[src/rtl/dmem_arbiter_if.sv]
// Requester-side bus of the data-memory arbiter.
// One instance per requester port.
interface dmem_arbiter_if;
    logic        req;
    logic        we;
    logic [31:0] addr;
    logic [31:0] wdata;
    logic [2:0]  funct3;
    logic        ack;
    logic        done;
    logic [31:0] rdata;
    logic        err;

    modport master (
        output req, we, addr, wdata, funct3,
        input  ack, done, rdata, err
    );

    modport slave (
        input  req, we, addr, wdata, funct3,
        output ack, done, rdata, err
    );
endinterface

[src/rtl/dmem_arbiter.sv]
// Two-port arbiter/sequencer in front of data memory.
// Port 0 = load/store unit, port 1 = debug/DMA loader.
module dmem_arbiter #(
    parameter int ADDR_BITS  = 12,
    parameter bit FIXED_PRIO = 1'b0
) (
    input  logic        clk,
    input  logic        reset_n,
    dmem_arbiter_if.slave p0,
    dmem_arbiter_if.slave p1,
    output logic [31:0] mem_address,
    output logic [31:0] mem_write_data,
    output logic [2:0]  mem_funct3,
    output logic        mem_read_en,
    output logic        mem_write_en,
    input  logic [31:0] mem_read_data
);

    typedef enum logic [1:0] {
        ST_IDLE,
        ST_ACCESS,
        ST_RESP
    } state_t;

    state_t      r_state;
    state_t      w_next;

    logic        r_last_grant;
    logic        r_port;
    logic        r_we;
    logic [31:0] r_addr;
    logic [31:0] r_wdata;
    logic [2:0]  r_funct3;
    logic        r_err;
    logic [31:0] r_rdata;

    logic        w_any;
    logic        w_open;
    logic        w_accept;
    logic        w_sel;
    logic        w_we;
    logic [31:0] w_addr;
    logic [31:0] w_wdata;
    logic [2:0]  w_funct3;
    logic        w_illegal;
    logic        w_misal;
    logic        w_oor;
    logic        w_err;

    assign w_any    = p0.req | p1.req;
    assign w_open   = (r_state == ST_IDLE) || (r_state == ST_RESP);
    assign w_accept = w_open & w_any;

    // Winner selection: on a tie the port that did not win last time goes
    always_comb begin
        w_sel = p1.req;
        if (p0.req && p1.req) begin
            w_sel = FIXED_PRIO ? 1'b0 : ~r_last_grant;
        end
    end

    // Mux the winning request and classify it
    always_comb begin
        w_we     = w_sel ? p1.we     : p0.we;
        w_addr   = w_sel ? p1.addr   : p0.addr;
        w_wdata  = w_sel ? p1.wdata  : p0.wdata;
        w_funct3 = w_sel ? p1.funct3 : p0.funct3;
        w_illegal = (w_funct3 == 3'b011) || (w_funct3 == 3'b110) ||
                    (w_funct3 == 3'b111) || (w_we && w_funct3[2]);
        w_misal = ((w_funct3[1:0] == 2'b01) && w_addr[0]) ||
                  ((w_funct3 == 3'b010) && (w_addr[1:0] != 2'b00));
        w_oor   = |(w_addr >> ADDR_BITS);
        w_err   = w_illegal | w_misal | w_oor;
    end

    // State register
    always_ff @(posedge clk or negedge reset_n) begin
        if (!reset_n) begin
            r_state <= ST_IDLE;
        end else begin
            r_state <= w_next;
        end
    end

    // Next-state logic
    always_comb begin
        w_next = r_state;
        unique case (r_state)
            ST_IDLE:   w_next = w_any ? ST_ACCESS : ST_IDLE;
            ST_ACCESS: w_next = ST_RESP;
            ST_RESP:   w_next = w_any ? ST_ACCESS : ST_IDLE;
            default:   w_next = ST_IDLE;
        endcase
    end

    // Latch the accepted request and capture load data at the access edge
    always_ff @(posedge clk or negedge reset_n) begin
        if (!reset_n) begin
            r_last_grant <= 1'b1;
            r_port       <= 1'b0;
            r_we         <= 1'b0;
            r_addr       <= '0;
            r_wdata      <= '0;
            r_funct3     <= '0;
            r_err        <= 1'b0;
            r_rdata      <= '0;
        end else begin
            if (w_accept) begin
                r_last_grant <= w_sel;
                r_port       <= w_sel;
                r_we         <= w_we;
                r_addr       <= w_addr;
                r_wdata      <= w_wdata;
                r_funct3     <= w_funct3;
                r_err        <= w_err;
            end
            if (r_state == ST_ACCESS) begin
                r_rdata <= (!r_we && !r_err) ? mem_read_data : '0;
            end
        end
    end

    // Handshake, memory drive and response outputs
    always_comb begin
        p0.ack         = w_accept & ~w_sel;
        p1.ack         = w_accept & w_sel;
        p0.done        = 1'b0;
        p0.rdata       = '0;
        p0.err         = 1'b0;
        p1.done        = 1'b0;
        p1.rdata       = '0;
        p1.err         = 1'b0;
        mem_address    = '0;
        mem_write_data = '0;
        mem_funct3     = '0;
        mem_read_en    = 1'b0;
        mem_write_en   = 1'b0;
        if (r_state == ST_ACCESS) begin
            mem_address    = r_addr;
            mem_write_data = r_wdata;
            mem_funct3     = r_funct3;
            mem_write_en   = r_we & ~r_err;
            mem_read_en    = ~r_we & ~r_err;
        end
        if (r_state == ST_RESP) begin
            if (r_port) begin
                p1.done  = 1'b1;
                p1.rdata = r_rdata;
                p1.err   = r_err;
            end else begin
                p0.done  = 1'b1;
                p0.rdata = r_rdata;
                p0.err   = r_err;
            end
        end
    end

endmodule
[src/flat_wrapper.sv]
// flat-port wrapper written by rule: the top's interface ports become plain ports
module dmem_arbiter_flat 
#(
    parameter int ADDR_BITS  = 12,
    parameter bit FIXED_PRIO = 1'b0
)
  (clk, reset_n, mem_address, mem_write_data, mem_funct3, mem_read_en, mem_write_en, mem_read_data, p0_req, p0_we, p0_addr, p0_wdata, p0_funct3, p0_ack, p0_done, p0_rdata, p0_err, p1_req, p1_we, p1_addr, p1_wdata, p1_funct3, p1_ack, p1_done, p1_rdata, p1_err);
  dmem_arbiter_if p0_i ();
  dmem_arbiter_if p1_i ();
  input  logic clk;
  input  logic reset_n;
  output logic [31:0] mem_address;
  output logic [31:0] mem_write_data;
  output logic [2:0] mem_funct3;
  output logic mem_read_en;
  output logic mem_write_en;
  input  logic [31:0] mem_read_data;
  input wire logic [$bits(p0_i.req)-1:0] p0_req;
  input wire logic [$bits(p0_i.we)-1:0] p0_we;
  input wire logic [$bits(p0_i.addr)-1:0] p0_addr;
  input wire logic [$bits(p0_i.wdata)-1:0] p0_wdata;
  input wire logic [$bits(p0_i.funct3)-1:0] p0_funct3;
  output wire logic [$bits(p0_i.ack)-1:0] p0_ack;
  output wire logic [$bits(p0_i.done)-1:0] p0_done;
  output wire logic [$bits(p0_i.rdata)-1:0] p0_rdata;
  output wire logic [$bits(p0_i.err)-1:0] p0_err;
  input wire logic [$bits(p1_i.req)-1:0] p1_req;
  input wire logic [$bits(p1_i.we)-1:0] p1_we;
  input wire logic [$bits(p1_i.addr)-1:0] p1_addr;
  input wire logic [$bits(p1_i.wdata)-1:0] p1_wdata;
  input wire logic [$bits(p1_i.funct3)-1:0] p1_funct3;
  output wire logic [$bits(p1_i.ack)-1:0] p1_ack;
  output wire logic [$bits(p1_i.done)-1:0] p1_done;
  output wire logic [$bits(p1_i.rdata)-1:0] p1_rdata;
  output wire logic [$bits(p1_i.err)-1:0] p1_err;
  assign p0_i.req = p0_req;
  assign p0_i.we = p0_we;
  assign p0_i.addr = p0_addr;
  assign p0_i.wdata = p0_wdata;
  assign p0_i.funct3 = p0_funct3;
  assign p0_ack = p0_i.ack;
  assign p0_done = p0_i.done;
  assign p0_rdata = p0_i.rdata;
  assign p0_err = p0_i.err;
  assign p1_i.req = p1_req;
  assign p1_i.we = p1_we;
  assign p1_i.addr = p1_addr;
  assign p1_i.wdata = p1_wdata;
  assign p1_i.funct3 = p1_funct3;
  assign p1_ack = p1_i.ack;
  assign p1_done = p1_i.done;
  assign p1_rdata = p1_i.rdata;
  assign p1_err = p1_i.err;
  dmem_arbiter #(.ADDR_BITS(ADDR_BITS), .FIXED_PRIO(FIXED_PRIO)) u_core (.clk(clk), .reset_n(reset_n), .p0(p0_i), .p1(p1_i), .mem_address(mem_address), .mem_write_data(mem_write_data), .mem_funct3(mem_funct3), .mem_read_en(mem_read_en), .mem_write_en(mem_write_en), .mem_read_data(mem_read_data));
endmodule
[config.mk]
export PLATFORM = sky130hd
export DESIGN_NAME = dmem_arbiter_flat
export DESIGN_NICKNAME = d
export VERILOG_FILES = /design/src/rtl/dmem_arbiter_if.sv /design/src/rtl/dmem_arbiter.sv /design/src/flat_wrapper.sv
export SDC_FILE = /design/constraint.sdc
export NUM_CORES = 1
export LEC_CHECK = 0
export CAP_MARGIN = 20
export CORE_ASPECT_RATIO = 0.8
export CORE_MARGIN = 5
export CORE_UTILIZATION = 41
export CTS_CLUSTER_SIZE = 24
export DETAILED_ROUTE_END_ITERATION = 16
export GPL_TIMING_DRIVEN = 0
export PLACE_DENSITY = 0.87
export RECOVER_POWER = 100
export SLEW_MARGIN = 15
export SYNTH_ARGS = -nofsm -noshare
export SYNTH_HDL_FRONTEND = slang
export SYNTH_SLANG_ARGS = --single-unit
export TNS_END_PERCENT = 10
[constraint.sdc]
create_clock -name clk -period 2.75 [get_ports clk]
set_clock_uncertainty 0.15 [all_clocks]
set_input_delay 0.4125 -clock clk [delete_from_list [all_inputs] [get_ports clk]]
set_output_delay 0.4125 -clock clk [all_outputs]
set_load 0.1 [all_outputs]
* Word-level counts from Yosys, hierarchy flattened
Index checks and enable logic that the tools add are counted. W data, S select, Z words.
Storage, ports and cells: output and inout port bits 139, logic and storage cells 69, register bits 105, bits of input ports 172
Cells by class: equal/unequal tests 7, muxes and demuxes 25, bitwise logic cells 12, reductions and logical operators 16
Operator list (number):
- $mux W32 | 9
- $reduce_or A20 Y1 | 1
- $mux W1 | 13
- $eq A3 B2 Y1 const B | 2
- $eq A3 B3 Y1 const B | 2
- $mux W3 | 2
- $and A1 B1 Y1 | 5
- $logic_and A1 B1 Y1 | 5
- $logic_or A1 B1 Y1 | 5
- $eq A2 B1 Y1 const B | 2
- $not A1 Y1 | 4
- $pmux W2 S2 | 1
- $or A1 B1 Y1 | 3
- $eq A2 B2 Y1 const B | 1
- $logic_not A1 Y1 | 2
- $logic_not A2 Y1 | 1
- $reduce_bool A2 Y1 | 1
- $reduce_or A2 Y1 | 1

* Logic depth before layout (Yosys ltp)
Gate-level depths: netlist of run 1.
depth after elaboration 9, depth in mapped cells 6, mapped depth without buffers 5

* Worst setup path after synthesis of run 1
No wires, ideal clock.
path kind reg-to-output, from register u_core.r_state[1], to output port mem_write_en, path slack -0.887 ns, stages on the path, launching flop included 5, data arrival time 3.074 ns, path buffers 2, data required time 2.188 ns, path through dfrtp_1 nand2b_1 buf_2 clkbuf_1 nor3b_1
Between the ends: cells in the longest elaborated chain, start to end 2
RTL lines:
- from (decl) | RTL line dmem_arbiter.sv:25 | state_t r_state;
- from (signal assigned) | RTL line dmem_arbiter.sv:81 | r_state <= w_next;
- $eq A2 B1 Y1 | RTL line dmem_arbiter.sv:138 | if (r_state == ST_ACCESS) begin
- $mux W1 | RTL line dmem_arbiter.sv:138
- to (decl) | RTL line flat_wrapper.sv:16 | output logic mem_write_en;
Every way passes these cells.

* Worst setup path after layout of run 1
from register u_core.r_state[0], to output port p1_rdata[16]
Between the ends: cells in the longest elaborated chain, start to end 2
RTL lines:
- $eq A2 B2 Y1 | RTL line dmem_arbiter.sv:145 | if (r_state == ST_RESP) begin
- $mux W32 | RTL line dmem_arbiter.sv:145
- to (decl) | RTL line flat_wrapper.sv:34 | output wire logic [$bits(p1_i.rdata)-1:0] p1_rdata;
Every way passes these cells.

==> metrics.md, run 1 <==
| Metric | Value |
|---|---|
| Most frequent cells in the layout | `clkdlybuf4s50_1, and2_1, dfrtp_1, buf_2, buf_4` |
| PortBufs | `310` |
| Final Hold Vio Count | `0` |
| Setup TNS | `0 ns` |
| CP top delay family | `buffers and inverters` |
| Number of diodes | `0` |
| LEAKAGE | `4.13 nW` |
| Commonest non-fill, non-tap cell in the layout | `clkdlybuf4s50_1` |
| WP buf/inv | `2` |
| Synth Cell Area | `5260 um2` |
| Drt total wl | `19900 um` |
| DIE AREA | `15200 um2` |
| CTS max path bufs | `2` |
| # rows | `37` |
| Avg Inst Size Synth | `10.2 um2` |
| Layout area overhead | `61.7%` |
| Max cap viols | `0` |
| Die Width | `137 um` |
| Clock Pin Slew Worst Setup and Hold Paths | `0.07 ns` |
| Placeable Area | `12700 um2` |
| CP Launch Type | `register` |
| Data required, critical path | `2.19 ns` |
| Area of the multi-input gates | `2290 um2` |
| Routability-driven placement congestion ratio | `0.898` |
| Starting DRT DRC Count | `398` |
| VDD IR max | `364 uV` |
| Final design utilization | `66.8%` |
| Die Ht | `111 um` |
| Most used DFF post-synth | `dfrtp_1` |
| Initial Util | `41.3%` |
| Drt wl/cell | `19.5 um` |
| Worst skew pair latency | `0.33 ns` |
| Clk sink count | `105` |
| Synth top area share | `49.5%` |
| Post-layout nets | `1010` |
| Post-CTS Repair Setup Buffers | `0` |
| Fill count | `1011` |
| Post-route cell area | `8500 um2` |
| Top cells by area, synth | `dfrtp_1, and2_1, a222oi_1` |
| CTS root buf | `clkbuf_16` |
| DRC viols | `0` |
| Slew HR | `37.4%` |
| Worst-Margin Slew | `0.939 ns` |
| Sequential fraction of the synthesis area | `50.0%` |
| Initial antenna violation count | `0` |
| Post-synth EDFFs | `0` |
| Max stage delay on crit path | `0.45 ns` |
| Netlist cell types | `32` |
| Slew Limit Fails | `0` |
| Async SR Flop Fraction | `100%` |
| # IOs | `311` |
| Total power | `0.00529 W` |
| WP data arrival | `2.07 ns` |
| Syn Nets | `687` |
| Post-DP HPWL | `16100 um` |
| YS warnings | `0` |
| GRT Residual Overflow | `0` |
| Cells after synthesis | `515` |
| Crit. End Element | `primary output` |
| Worst Hold Slack | `0.327 ns` |
| Setup violators final | `0` |
| DR vias/cell | `5.31` |
| Routed Antenna Nets | `0` |
| Max FO, Critical Path | `10` |
| Period utilization | `95.8%` |
| DP Area | `8610 um2` |
| Largest net degree at the start of global routing | `72` |
| Tot GR Track Use | `25.2%` |
| Area leader, netlist | `dfrtp_1` |
| Via count | `5407` |
| CP Cell Sequence | `and3b_1, clkbuf_1, and2_1, buf_2` |
| Register Area | `2630 um2` |
| PwrDens | `623 nW/um2` |
| Slowest-stage cell, CP | `dfrtp_2` |
| Hold/Removal Path Class | `register to register` |
| CP Class | `register to primary output` |
| Cts bufs inserted | `9` |
| Via count of the first global-routing pass | `5709` |
| Tmin final | `2.63 ns` |
| Status | `completed` |
| CTS tree | `yes` |
| First drt pass iteration count | `8` |
| Global-route wire length before repair | `30300 um` |
| H-tree levels | `3` |
| Max Clk Rate | `380 MHz` |
| Share of cells above drive strength 1 | `21.8%` |
| Synth Register Bits | `105` |
-- through the flow --
| step | std cells | setup slack, ns |
|---|---|---|
| 5_1_grt | 1018 | -0.00257 |
| 6_report | 1018 | 0.115 |
| 4_1_cts | 1018 | -0.0493 |
| 2_1_floorplan | 515 | -0.508 |
| 3_3_place_gp | 1000 | -2.75 |
| 3_5_place_dp | 1001 | -0.897 |
-- worst paths after layout --
path,endpoint,slack [ns],depth (start not counted),from
max,p1_rdata[16],0.12,4,u_core.r_state[0]$_DFF_PN0_
min,u_core.r_funct3[1]$_DFFE_PN0P_,0.33,2,u_core.r_funct3[1]$_DFFE_PN0P_
max reg2reg,u_core.r_addr[29]$_DFFE_PN0P_,0.69,5,u_core.r_state[0]$_DFF_PN0_
min reg2reg,u_core.r_funct3[1]$_DFFE_PN0P_,0.33,2,u_core.r_funct3[1]$_DFFE_PN0P_
max in group asynchronous,u_core.r_last_grant$_DFFE_PN1P_,0.97,3,reset_n
min in group asynchronous,u_core.r_addr[6]$_DFFE_PN0P_,0.59,2,reset_n
-- sequential cells by signal, summed over array words and instances, names as in the netlist --
| register | count |
|---|---|
| u_core.r_addr | 32 |
| u_core.r_we | 1 |
| u_core.r_err | 1 |
| u_core.r_state | 2 |
| u_core.r_funct3 | 3 |
| u_core.r_port | 1 |
| u_core.r_wdata | 32 |
| u_core.r_rdata | 32 |
| u_core.r_last_grant | 1 |
-- tightest hold or removal path: stages (launching register included) --
cell     delay [ns]
dfrtp_1        0.34
nand2_1        0.05
o21ai_0        0.06
-- cell type report --
class                      count  share of cell area (%)
multi-input combinational    325                    27.0
sequential                   105                    30.9
clock buffer                   9                    2.65
tap                          175                    2.58
inverter                      43                    1.90
clock inverter                 7                   0.633
timing repair buffer         312                    32.0
buffer                        42                    2.31
-- cell usage after synthesis, drive strengths merged (6+ instances only) --
master / count
and2: 133
mux2i: 26
nor4: 6
o21ai: 29
a22o: 32
dfrtp: 104
nand2: 26
inv: 43
clkbuf: 21
a222oi: 41
buf: 21
-- power breakdown --
part           leakage [nW]  switching [W]  internal [W]
Sequential             1.33       0.000118       0.00177
Clock                 0.134       0.000583      0.000624
Combinational          2.66        0.00154      0.000652
-- timing repair --
action | in CTS | in global routing
endpoints found under the hold margin | 34 | 0
hold buffers | 1 | 0
setup endpoints to repair | 139 | 88
resized for setup | 742 | 51
gates cloned | 0 | 0
-- routing by layer --
layer / vias to the layer above / track usage (%) / wire length [um]
li1: 2461 / - / -
met1: 2622 / 28.5 / 7400
met2: 284 / 45.6 / 10100
met3: 40 / 7.94 / 1930
met4: 0 / 6.45 / 471
met5: - / 0 / 0
-- logic make-up (layout without fill, tap and decap cells) --
group / count (synthesis) / after routing / share of synthesized area, %
AOI/OAI and AO/OA: 113 / 113 / 17.5
muxes: 26 / 26 / 4.95
and+or+nand+nor: 186 / 186 / 20.8
buffers and inverters: 85 / 413 / 6.74
DFF: 105 / 105 / 50.0
(Power assumes the default switching activity.)
==> run 2: changes to the inputs <==
GPL_ROUTABILITY_DRIVEN = 0   (was not set)
TNS_END_PERCENT = not set   (was 10)
==> run 2 against run 1 <==
The run now ends with max-capacitance violations, max-slew violations left. Worst hold slack worse by 0.0050 ns. Cell area decreased by 0.56%. Combinational power about the same. Via count hardly changed. First-iteration DRC count rose by 4.8%. Register-to-register slack got worse by 0.07 ns. Die area did not move. Non-clock buffer count is the same. Sequential power about the same. Largest cell class unchanged.
==> metrics.md, run 2 (synthesis results as in run 1) <==
| Metric | Value |
|---|---|
| Status | `complete, but fails checks` |
| Failing checks | `max-capacitance violations, max-slew violations` |
| Initial Util | `41.3% (unchanged)` |
| Register share of total power | `35.4% (-0.3 points)` |
| Crit. End Element | `primary output` |
| # rows | `37 (unchanged)` |
| VDD IR max | `358 uV (-1.6%)` |
| Worst hold path depth | `2 (unchanged)` |
| Max Clk Rate | `374 MHz (-1.3%)` |
| Setup violators final | `0 (unchanged)` |
| RSZ-0062 raised after global routing | `false` |
| Period utilization | `97.1% (+1.3 points)` |
| Worst r2r path cells | `5 (unchanged)` |
| Number of diodes | `0 (unchanged)` |
| RR Endpoint | `u_core.r_addr[12]$_DFFE_PN0P_` |
| Placeable Area | `12700 um2 (unchanged)` |
| Int Power | `0.00312 W (+2.2%)` |
| Reg-to-reg critical path startpoint | `u_core.r_state[0]$_DFF_PN0_` |
| Via count of the first global-routing pass | `5642 (-1.2%)` |
| Clock Pin Slew Worst Setup and Hold Paths | `0.07 ns (about the same)` |
| First drt pass iteration count | `9 (+1)` |
| Worst-Margin Slew | `1.80 ns (+0.857 ns)` |
| CP Class | `input pin to primary output` |
| LEAKAGE | `4.10 nW (-0.72%)` |
| WP data arrival | `2.11 ns (+0.04 ns)` |
| Share of cells above drive strength 1 | `23.0% (+1.2 points)` |
| # IOs | `311 (unchanged)` |
| Cts bufs inserted | `9 (unchanged)` |
| CP Launch Type | `input pin` |
| Tmin final | `2.67 ns (+0.0359 ns)` |
| Post-DP HPWL | `16200 um (+1.0%)` |
| DIE AREA | `15200 um2 (unchanged)` |
| Top Registers | `u_core.r_addr x32, u_core.r_rdata x32, u_core.r_wdata x32` |
| Final Hold Vio Count | `0 (unchanged)` |
| Max FO, Critical Path | `10 (unchanged)` |
| CP Cell Sequence | `clkdlybuf4s50_1, o21bai_2, nor2_4, buf_2, buf_4` |
| Max stage delay on crit path | `0.54 ns (+0.09 ns)` |
| Die Ht | `111 um (unchanged)` |
| Post-layout nets | `1010 (unchanged)` |
| Clock power frac | `23.9% (+1.1 points)` |
| CTS root buf | `clkbuf_16` |
| Max cap viols | `1 (+1)` |
| Data required, critical path | `2.19 ns (about the same)` |
| CTS max path bufs | `2 (unchanged)` |
| GRT Residual Overflow | `0 (unchanged)` |
| Tot GR Track Use | `25.7% (+0.50 points)` |
| Clk sink count | `105 (unchanged)` |
| Drt total wl | `20200 um (+1.4%)` |
| WHS Endpoint | `u_core.r_addr[26]$_DFFE_PN0P_` |
| Most frequent cells in the layout | `clkdlybuf4s50_1, and2_1, dfrtp_1, buf_2, clkbuf_2` |
| DR vias/cell | `5.31 (about the same)` |
| Hold/Removal Path Class | `register to register` |
| Commonest non-fill, non-tap cell in the layout | `clkdlybuf4s50_1` |
| DP Area | `8630 um2 (+0.16%)` |
| DRC viols | `0 (unchanged)` |
| Hold path start | `u_core.r_addr[26]$_DFFE_PN0P_` |
| Via count | `5410 (+0.055%)` |
| Layout area overhead | `60.8%` |
| Global-route wire length before repair | `30700 um (+1.2%)` |
| Worst reg-to-reg setup slack | `0.62 ns (-0.07 ns)` |
| PwrDens | `633 nW/um2 (+1.7%)` |
| Routed Antenna Nets | `0 (unchanged)` |
| Initial antenna violation count | `0 (unchanged)` |
| Worst skew pair latency | `0.33 ns (about the same)` |
| H-tree levels | `3 (unchanged)` |
| CTS tree | `yes` |
| Slowest-stage cell, CP | `clkdlybuf4s50_1` |
| Slew HR | `-19.7% (-57 points)` |
| Largest net degree at the start of global routing | `76 (+5.6%)` |
| Combinational power share | `40.6% (-0.9 points)` |
| Die Width | `137 um (unchanged)` |
| Switching part of the total | `41.8% (-0.63 points)` |
| Slew Limit Fails | `31 (+31)` |
| PortBufs | `310 (unchanged)` |
| Crit path from | `p0_req` |
| Starting DRT DRC Count | `417 (+4.8%)` |
| Post-CTS Repair Setup Buffers | `0 (unchanged)` |
| Psw | `0.00223 W (-0.41%)` |
| Drt wl/cell | `19.8 um (+1.4%)` |
| Total power | `0.00535 W (+1.1%)` |
| Post-route cell area | `8450 um2 (-0.56%)` |
[run 2: cell count changes in the layout (fill, tap and decap cells not counted), sizes merged]
cell and change:
clkbuf +30, inv -2, buf -35, clkinv -1, clkdlybuf4s18 +3, clkdlybuf4s15 +3, clkinvlp +1, bufinv +1
[run 2: power by group through the flow]
stage,registers [W],clock network (W),logic [W]
after floorplan,0.00187,0,0.00152
after global placement,0.00190,0,0.00221
after detailed placement,0.00192,0,0.00226
after CTS,0.00189,0.00130,0.00220
after global routing,0.00192,0.00136,0.00229
final,0.00190,0.00128,0.00217
[run 2: layout make-up]
type                    count  area [um2]
plain buffers              42         198
clock buffers              10         229
clock inverters             6        66.3
fillers                  1035        4280
inverters                  43         161
multi-input cells         325        2310
flip-flops and latches    105        2630
well taps                 175         219
repair buffers            312        2640
[run 2: how the worst max path moves through the flow]
stage	to	slack, ns	cells past startpoint
2_1_floorplan	mem_write_en	0.10	4
3_3_place_gp	u_core.r_rdata[20]$_DFFE_PN0P_	-2.67	1
3_5_place_dp	p0_ack	-0.93	5
4_1_cts	p1_rdata[16]	0.001	4
5_1_grt	mem_write_data[4]	0.0003	7
6_report	p0_ack	0.08	5
[run 2: metal layers]
metal | vias up | track usage [%] | part of all wire (%)
li1 | 2457 | - | -
met1 | 2623 | 30.1 | 37
met2 | 286 | 45.1 | 51
met3 | 44 | 8.12 | 9.5
met4 | 0 | 7.05 | 2.5
met5 | - | 0 | 0
[run 2: stage by stage]
step / worst slack (ns) / setup TNS [ns] / hold WS (ns) / utilization (%) / instances
detailed placement: -0.933 / -53.41 / 0.162 / 67.8 / 1001
finish: 0.0791 / 0 / 0.322 / 66.4 / 1018
floorplan: 0.102 / 0 / -0.0331 / - / 515
global route: 0.000270 / 0 / 0.353 / 66.4 / 1018
CTS: 0.00147 / 0 / 0.329 / 67.4 / 1018
global placement: -2.67 / -328.01 / 0.309 / 67.5 / 1000
[run 2: what timing repair did]
action                                 in CTS  in global routing
gates resized for setup                   666                 76
endpoints found under the hold margin      30                  0
hold buffers                                1                  0
setup endpoints to repair                 139                129
[run 2: critical path: cells and delay by family]
family	cells	cell delay, ns
AND/OR/NAND/NOR	1	0.32
buffers and inverters	3	1.18
AO/OA/AOI/OAI	1	0.19
==> run 3: changes to the inputs <==
ABC_CLOCK_PERIOD_IN_PS = 2750   (was not set)
==> results of run 3 <==
The final DEF is identical to that of run 2; final timing and power are the same.
